==> src/rtl/mem_access_pkg.sv <==
// Shared definitions for the MEM-stage load/store unit: op codes, FSM states
// and the alignment/legality rule.
package mem_access_pkg;
   localparam int DATA_W = 32;

   localparam logic [3:0] OP_LB  = 4'b0000;
   localparam logic [3:0] OP_LH  = 4'b0001;
   localparam logic [3:0] OP_LW  = 4'b0010;
   localparam logic [3:0] OP_LBU = 4'b0100;
   localparam logic [3:0] OP_LHU = 4'b0101;
   localparam logic [3:0] OP_SB  = 4'b1000;
   localparam logic [3:0] OP_SH  = 4'b1001;
   localparam logic [3:0] OP_SW  = 4'b1010;

   typedef enum logic [1:0] {
      ST_IDLE  = 2'd0,
      ST_READ  = 2'd1,
      ST_WRITE = 2'd2,
      ST_DONE  = 2'd3
   } state_t;

   // Illegal op codes are folded into the misaligned path so they never touch memory.
   function automatic logic op_bad(input logic [3:0] op, input logic [1:0] a);
      case (op)
         OP_LB, OP_LBU, OP_SB: op_bad = 1'b0;
         OP_LH, OP_LHU, OP_SH: op_bad = a[0];
         OP_LW, OP_SW:         op_bad = |a;
         default:              op_bad = 1'b1;
      endcase
   endfunction
endpackage

==> src/rtl/lane_merge_extend.sv <==
// Little-endian lane handling: inserts store data into a read word and
// extracts/extends the addressed lane for loads.
module lane_merge_extend
   import mem_access_pkg::*;
(
   input  logic [3:0]        i_op,
   input  logic [1:0]        i_lane,
   input  logic [DATA_W-1:0] i_word,
   input  logic [DATA_W-1:0] i_wdata,
   output logic [DATA_W-1:0] o_merged,
   output logic [DATA_W-1:0] o_load
);
   logic [4:0]  w_bsel;
   logic [4:0]  w_hsel;
   logic [7:0]  w_byte;
   logic [15:0] w_half;
   logic        w_sgn;

   always_comb begin
      w_bsel   = {i_lane, 3'b000};
      w_hsel   = {i_lane[1], 4'b0000};
      w_byte   = i_word[w_bsel +: 8];
      w_half   = i_word[w_hsel +: 16];
      w_sgn    = ~i_op[2];
      o_merged = i_word;
      o_load   = i_word;
      case (i_op[1:0])
         2'b00: begin
            o_merged[w_bsel +: 8] = i_wdata[7:0];
            o_load = {{24{w_byte[7] & w_sgn}}, w_byte};
         end
         2'b01: begin
            o_merged[w_hsel +: 16] = i_wdata[15:0];
            o_load = {{16{w_half[15] & w_sgn}}, w_half};
         end
         default: begin
            o_merged = i_wdata;
            o_load   = i_word;
         end
      endcase
   end
endmodule

==> src/rtl/mem_access_unit.sv <==
// MEM-stage load/store controller: byte/half/word accesses to a word-addressed
// memory, read-modify-write for sub-word stores, all outputs registered.
module mem_access_unit #(
   parameter int ADDR_W = 5,
   parameter int DATA_W = 32
) (
   input  logic              clk,
   input  logic              rst,
   input  logic              req,
   input  logic [3:0]        req_op,
   input  logic [31:0]       req_addr,
   input  logic [DATA_W-1:0] req_wdata,
   output logic              busy,
   output logic              done,
   output logic              err,
   output logic [DATA_W-1:0] load_data,
   output logic [ADDR_W-1:0] mem_addr,
   output logic [DATA_W-1:0] mem_wd,
   output logic              mem_w,
   output logic              mem_r,
   input  logic [DATA_W-1:0] mem_rd
);
   import mem_access_pkg::*;

   state_t              r_state, w_next;
   logic [3:0]          r_op, w_op;
   logic [1:0]          r_lane, w_lane;
   logic [DATA_W-1:0]   r_wdata, w_wdata;
   logic                r_busy, r_done, r_err, r_mem_w, r_mem_r;
   logic                w_busy, w_done, w_err, w_mem_w, w_mem_r;
   logic [DATA_W-1:0]   r_load, w_load, r_wd, w_wd;
   logic [ADDR_W-1:0]   r_addr, w_addr;
   logic [DATA_W-1:0]   w_merged, w_ext;
   logic                w_bad, w_accept;
   logic                w_unused;

   assign w_unused = &{1'b0, req_addr[31:ADDR_W+2]};
   assign w_bad    = op_bad(req_op, req_addr[1:0]);
   assign w_accept = (r_state == ST_IDLE) && req;

   lane_merge_extend u_lane (
      .i_op    (r_op),
      .i_lane  (r_lane),
      .i_word  (mem_rd),
      .i_wdata (r_wdata),
      .o_merged(w_merged),
      .o_load  (w_ext)
   );

   always_ff @(posedge clk) begin
      if (rst) begin
         r_state <= ST_IDLE;
         r_op    <= '0;
         r_lane  <= '0;
         r_wdata <= '0;
         r_busy  <= 1'b0;
         r_done  <= 1'b0;
         r_err   <= 1'b0;
         r_mem_w <= 1'b0;
         r_mem_r <= 1'b0;
         r_load  <= '0;
         r_addr  <= '0;
         r_wd    <= '0;
      end else begin
         r_state <= w_next;
         r_op    <= w_op;
         r_lane  <= w_lane;
         r_wdata <= w_wdata;
         r_busy  <= w_busy;
         r_done  <= w_done;
         r_err   <= w_err;
         r_mem_w <= w_mem_w;
         r_mem_r <= w_mem_r;
         r_load  <= w_load;
         r_addr  <= w_addr;
         r_wd    <= w_wd;
      end
   end

   always_comb begin
      w_next = r_state;
      case (r_state)
         ST_IDLE: begin
            if (req) begin
               if (w_bad)                w_next = ST_DONE;
               else if (req_op == OP_SW) w_next = ST_WRITE;
               else                      w_next = ST_READ;
            end
         end
         ST_READ:  w_next = r_op[3] ? ST_WRITE : ST_DONE;
         ST_WRITE: w_next = ST_DONE;
         default:  w_next = ST_IDLE;
      endcase
   end

   // Next values for every registered output; strobes follow the next state.
   always_comb begin
      w_busy  = (w_next == ST_READ) || (w_next == ST_WRITE);
      w_done  = (w_next == ST_DONE);
      w_mem_r = (w_next == ST_READ);
      w_mem_w = (w_next == ST_WRITE);
      w_err   = w_accept && w_bad;
      w_op    = r_op;
      w_lane  = r_lane;
      w_wdata = r_wdata;
      w_addr  = r_addr;
      w_wd    = r_wd;
      w_load  = r_load;
      if (w_accept) begin
         w_op    = req_op;
         w_lane  = req_addr[1:0];
         w_wdata = req_wdata;
         w_addr  = req_addr[ADDR_W+1:2];
         if (!w_bad && req_op == OP_SW) w_wd = req_wdata;
      end
      if (r_state == ST_READ) begin
         if (r_op[3]) w_wd   = w_merged;
         else         w_load = w_ext;
      end
   end

   assign busy      = r_busy;
   assign done      = r_done;
   assign err       = r_err;
   assign load_data = r_load;
   assign mem_addr  = r_addr;
   assign mem_wd    = r_wd;
   assign mem_w     = r_mem_w;
   assign mem_r     = r_mem_r;
endmodule

==> config.mk <==
export PLATFORM = sky130hd
export DESIGN_NAME = mem_access_unit
export DESIGN_NICKNAME = d
export VERILOG_FILES = /design/src/rtl/mem_access_pkg.sv /design/src/rtl/lane_merge_extend.sv /design/src/rtl/mem_access_unit.sv
export SDC_FILE = /design/constraint.sdc
export NUM_CORES = 1
export LEC_CHECK = 0
export CORE_UTILIZATION = 44
export CTS_CLUSTER_DIAMETER = 100
export DETAILED_ROUTE_END_ITERATION = 10
export HOLD_SLACK_MARGIN = 0.06
export PLACE_DENSITY = 0.88
export SLEW_MARGIN = 5
export SYNTH_ARGS = -nofsm -noshare
export SYNTH_HDL_FRONTEND = slang
export SYNTH_HIERARCHICAL = 1
export SYNTH_SLANG_ARGS = --single-unit
==> constraint.sdc <==
create_clock -name clk -period 2.6 [get_ports clk]
set_input_delay 0.26 -clock clk [delete_from_list [all_inputs] [get_ports clk]]
set_output_delay 0.26 -clock clk [all_outputs]
set_load 0.05 [all_outputs]
==> results of run 1 <==
[kinds of logic (layout without fill, tap and decap cells)]
kind of cell,Yosys count,in the layout,share of synthesized area
AOI/OAI and AO/OA,253,253,0.2738
DFF,114,114,0.3671
muxes,21,21,0.03724
buffers and inverters,96,232,0.06320
and+or+nand+nor,325,325,0.2345
adders and majority gates,12,12,0.02415
[final cells by class]
type	count	area [um2]
Clock buffer	19	442.9
Clock inverter	12	92.59
Fill cell	1198	5398
Inverter	22	82.58
Multi-Input combinational cell	611	3546
Sequential cell	114	2283
Tap cell	180	225.2
Timing Repair Buffer	179	1757
[Yosys cell counts, types with 5 or more instances]
library cell and number:
a311oi_1 32, nand3_1 41, a22o_1 8, nor2b_1 19, buf_2 7, a221o_1 11
nor4_1 9, dfxtp_1 114, o21ai_0 47, mux2_2 17, a21oi_1 98, o221ai_1 10
o221ai_2 8, a31oi_1 6, nand2_1 186, ha_1 12, clkbuf_1 55, o21ai_1 5
inv_1 21, nor2_1 44, nor3b_1 7, buf_1 6, a22oi_1 8
[final timing paths]
| check | endpoint | slack [ns] | from | depth (start not counted) |
|---|---|---|---|---|
| setup reg to reg | mem_wd[26] | 0.36 | r_lane[1] | 7 |
| hold reg to reg | load_data[21] | 0.45 | load_data[21] | 2 |
| hold / removal | busy | 0.21 | rst | 2 |
| setup / recovery | mem_wd[26] | 0.36 | r_lane[1] | 7 |
[per-layer routing]
metal,share of wire,GRT usage
met3,0.10,0.06109
met2,0.46,0.4629
met5,0,0
met4,0.032,0.1258
met1,0.41,0.3804
[power by group]
part           switching (uW)  internal, uW  total, uW
combinational            2260          1260       3520
clock                     836          1320       2150
sequential                222          2080       2310
[stage by stage]
| stage | hold WS, ns | worst slack, ns | area [um2] |
|---|---|---|---|
| 2_1_floorplan | 0.3960 | 0.01266 | 6218 |
| 3_3_place_gp | 0.4418 | 0.3139 | 7894 |
| 3_5_place_dp | 0.4466 | 0.2706 | 7894 |
| 4_1_cts | 0.2004 | 0.3925 | 8429 |
| 5_1_grt | 0.2214 | 0.2145 | 8429 |
| 6_report | 0.2070 | 0.3592 | 8429 |
[registers in the layout (all words and copies together) (netlist names), 2 cells and up]
name / count
r_lane: 2
mem_addr: 5
r_state: 2
mem_wd: 32
load_data: 32
r_op: 4
r_wdata: 32
==> impl_metrics.json, run 1 <==
{
  "final_cell_mix": "nand2_1, clkdlybuf4s50_1, dfxtp_1, a21oi_1, o21ai_0",
  "core_area_um2": 13830,
  "cp_num_buf_inv": 1,
  "post_cts_buffers": 0,
  "clk_path_buf_depth": 2,
  "finalNonFillerCells": 1137,
  "areaGrowthSynthToFinish_pct": 35.61,
  "avgSynthCellArea_um2": 7.571,
  "synth-edff-count": 0,
  "final_common_cell": "nand2_1",
  "port_buffers": 151,
  "setup_tns_ns": 0,
  "max_freq_mhz": 446.3,
  "htree_levels": 4,
  "fin_util": 0.6096,
  "synth_area_um2": 6216,
  "rows": 43,
  "die_area_um2": 14610,
  "critPathKind": "flip-flop to flip-flop",
  "startpoint_type": "flip-flop",
  "crit_family": "simple AND/OR/NAND/NOR gates",
  "vias_per_cell": 6.028,
  "p_total_uw": 7975,
  "pin_count": 177,
  "gp_congestion": 0.9786,
  "ys.flop_type": "dfxtp_1",
  "clkSinkCount": 114,
  "clkTransAtPathRegs_ns": 0.05,
  "dp.cells": 1106,
  "p_per_area_nw_per_um2": 946.1,
  "required_ns": 2.92,
  "p_leak_uw": 0.002972,
  "dp_hpwl_um": 14890,
  "synth_fp_nets": 936,
  "drc_errors": 0,
  "cts_root_buf": "clkbuf_16",
  "antenna_found_initial": 0,
  "path_cells": "inv_1 -> ha_1 -> or2_2 -> or4_4 -> o221ai_2 -> nor2_1 -> a311oi_1",
  "yosys_warnings": 6,
  "fin_crit_ns": 2.241,
  "ir_worst_vdd_mv": 0.4233,
  "clock_skew_ns": 0.01092,
  "finalHoldViolCount": 0,
  "cts_tree": "done",
  "crit_arrival_ns": 2.57,
  "hold_buffers": 0,
  "wl_per_cell_um": 18.74,
  "cp_slowest_cell": "or4_4",
  "setup_viol": 0,
  "gr-total-overflow": 0,
  "die_h_um": 120.9,
  "dr.pass1.iters": 8,
  "synthArstFlopShare": 0,
  "hp-class": "primary input to flip-flop",
  "ant_nets": 0,
  "synthTopCellsByArea": "dfxtp_1, nand2_1, a21oi_1",
  "vias": 6854,
  "drt_wl_total_um": 21310,
  "synthCells": 821,
  "cts_buffers": 17,
  "maxSlewViolCount": 0,
  "rsz0062_at_grt": "no",
  "synth_seq_cells": 114,
  "grt_start_max_net_pins": 65,
  "clk_latency_ns": 0.42,
  "grt_usage": 0.2914,
  "synth_seq_area_share": 0.3671,
  "finalNetCount": 1060,
  "outcome": "finished clean",
  "drt_iter0_drc": 805,
  "grt_pass1_wl_um": 32980,
  "start_util": 0.4496,
  "antennaDiodeCount": 0,
  "drive_above_1_share": 0.1034,
  "maxCapViolCount": 0,
  "grt_pass1_vias": 6284,
  "yosys.area.top_type": "dfxtp_1",
  "slowest_delay_ns": 0.54,
  "worst_pin_slew_ns": 0.6801,
  "relSlewSlack": 0.5418,
  "synth_top_area_share": 0.3671,
  "ys_types": 51,
  "cts_resized": 0,
  "cp_max_fo": 9,
  "die_x_um": 120.9,
  "critPathCaptureType": "flip-flop",
  "finalCritPeriodShare": 0.8619
}
Power figures use the tool's default switching activity.
==> inputs of run 2 (changes only) <==
--- a/config.mk
+++ b/config.mk
@@ -5,6 +5,7 @@
 export SDC_FILE = /design/constraint.sdc
 export NUM_CORES = 1
 export LEC_CHECK = 0
+export CORE_MARGIN = 2
 export CORE_UTILIZATION = 44
 export CTS_CLUSTER_DIAMETER = 100
 export DETAILED_ROUTE_END_ITERATION = 10
==> impl_metrics.json, run 2 (synthesized netlist as in run 1, its figures left out) <==
{
  "clk_path_buf_depth": 2,
  "clkSinkCount": 114,
  "gr-total-overflow": 0,
  "cts_root_buf": "clkbuf_16",
  "antenna_found_initial": 0,
  "drc_errors": 1,
  "crit_arrival_ns": 2.67,
  "drt_iter0_drc": 736,
  "finalCritPeriodShare": 0.9073,
  "power_switching_uw": 3255,
  "grt_start_max_net_pins": 71,
  "final_common_cell": "nand2_1",
  "postLayoutCellArea_um2": 8541,
  "power_frac_comb": 0.417,
  "max_freq_mhz": 423.9,
  "dr.pass1.iters": 9,
  "drive_above_1_share": 0.1025,
  "clk_latency_ns": 0.41,
  "cts_buffers": 17,
  "final_cell_mix": "nand2_1, clkdlybuf4s50_1, dfxtp_1, a21oi_1, o21ai_0",
  "clock_skew_ns": 0.005850,
  "core_area_um2": 13830,
  "cp_max_fo": 23,
  "dp_slack_ns": 0.3137,
  "start_util": 0.4496,
  "power.share.clock": 0.309,
  "pin_count": 177,
  "grt_pass1_vias": 6067,
  "hold_buffers": 0,
  "maxSlewViolCount": 0,
  "cts_resized": 0,
  "finalNetCount": 1058,
  "fin_crit_ns": 2.359,
  "p_total_uw": 8380,
  "cts_tree": "done",
  "gp_congestion": 1.037,
  "maxCapViolCount": 0,
  "setup_tns_ns": 0,
  "relSlewSlack": 0.5341,
  "internal-power_uw": 5125,
  "die_area_um2": 15090,
  "postPlaceCellArea_um2": 7879,
  "ant_nets": 0,
  "fillerInstances": 1164,
  "post_cts_buffers": 0,
  "outcome": "complete, but fails checks",
  "rows": 43,
  "finalWorstSetupSlack_ns": 0.2410,
  "vias": 6743,
  "drt_wl_total_um": 20850,
  "violations": "design-rule violations",
  "setup_viol": 0,
  "grt_usage": 0.2712,
  "antennaDiodeCount": 0,
  "startpoint_type": "flip-flop",
  "required_ns": 2.92,
  "p_leak_uw": 0.003024,
  "areaGrowthSynthToFinish_pct": 37.40,
  "ir_worst_vdd_mv": 0.4834,
  "grt_pass1_wl_um": 31530,
  "vias_per_cell": 5.936,
  "fin_util": 0.6177,
  "die_x_um": 122.9,
  "finalHoldViolCount": 0,
  "worst_pin_slew_ns": 0.6988,
  "die_h_um": 122.9,
  "dp_hpwl_um": 14590,
  "clkTransAtPathRegs_ns": 0.05,
  "critPathCaptureType": "flip-flop",
  "p_per_area_nw_per_um2": 981.1,
  "wl_per_cell_um": 18.36,
  "hp-class": "primary input to flip-flop",
  "critPathKind": "flip-flop to flip-flop",
  "p_seq_frac": 0.274,
  "rsz0062_at_grt": "no",
  "p_sw_frac": 0.3884,
  "port_buffers": 151,
  "htree_levels": 4
}
[run 2: cell types whose count changed in the layout (fill, tap and decap cells not counted)]
| cell | delta |
|---|---|
| bufinv_16 | +4 |
| clkinv_2 | -4 |
| clkbuf_8 | +3 |
| buf_4 | -2 |
| clkinvlp_4 | -2 |
[run 2: metrics by stage]
step,std cells,hold slack [ns]
after CTS,1136,0.3380
after global routing,1136,0.3735
final,1136,0.3524
after floorplan,821,0.3960
after global placement,1104,0.4416
after detailed placement,1104,0.4478
[run 2: layer usage]
metal	part of all wire	GRT usage
met1	0.43	0.3594
met5	0	0
met2	0.45	0.4175
met4	0.034	0.1243
met3	0.092	0.06320
[run 2: worst paths after layout]
kind | start | end | slack, ns | depth (start not counted)
setup / recovery | r_lane[1] | mem_wd[11] | 0.24 | 7
hold / removal | rst | r_wdata[22] | 0.35 | 2
hold reg to reg | mem_addr[1] | mem_addr[1] | 0.45 | 2
setup reg to reg | r_lane[1] | mem_wd[11] | 0.24 | 7
[run 2: area by class of cell]
type | instances | area, um2 | area share
Multi-Input combinational cell | 611 | 3546 | 0.4152
Clock buffer | 22 | 484.2 | 0.05669
Timing Repair Buffer | 177 | 1742 | 0.2039
Inverter | 22 | 82.58 | 0.009669
Clock inverter | 10 | 177.7 | 0.02080
Sequential cell | 114 | 2283 | 0.2674
Tap cell | 180 | 225.2 | 0.02637
[run 2: power by group through the flow]
stage | Clock [uW] | Sequential [uW] | Combinational [uW]
after floorplan | 0 | 3010 | 1650
after global placement | 0 | 2320 | 3380
after detailed placement | 0 | 2330 | 3430
after CTS | 2630 | 2290 | 3450
after global routing | 2700 | 2330 | 3750
final | 2590 | 2300 | 3490
[run 2: worst max-delay path, stage by stage (launching register included)]
cell and delay [ns]:
dfxtp_1 0.33, buf_4 0.24, buf_4 0.33, nor2b_1 0.17, a211oi_2 0.58, a221o_1 0.30, nor2_1 0.05, a311oi_1 0.25
==> inputs of run 3 (changes only) <==
--- a/config.mk
+++ b/config.mk
@@ -11,7 +11,7 @@
 export DETAILED_ROUTE_END_ITERATION = 10
 export HOLD_SLACK_MARGIN = 0.06
 export PLACE_DENSITY = 0.88
-export SLEW_MARGIN = 5
+export SLEW_MARGIN = 10
 export SYNTH_ARGS = -nofsm -noshare
 export SYNTH_HDL_FRONTEND = slang
 export SYNTH_HIERARCHICAL = 1
==> results of run 3 <==
Final layout, timing and power as in run 2 (identical DEF).
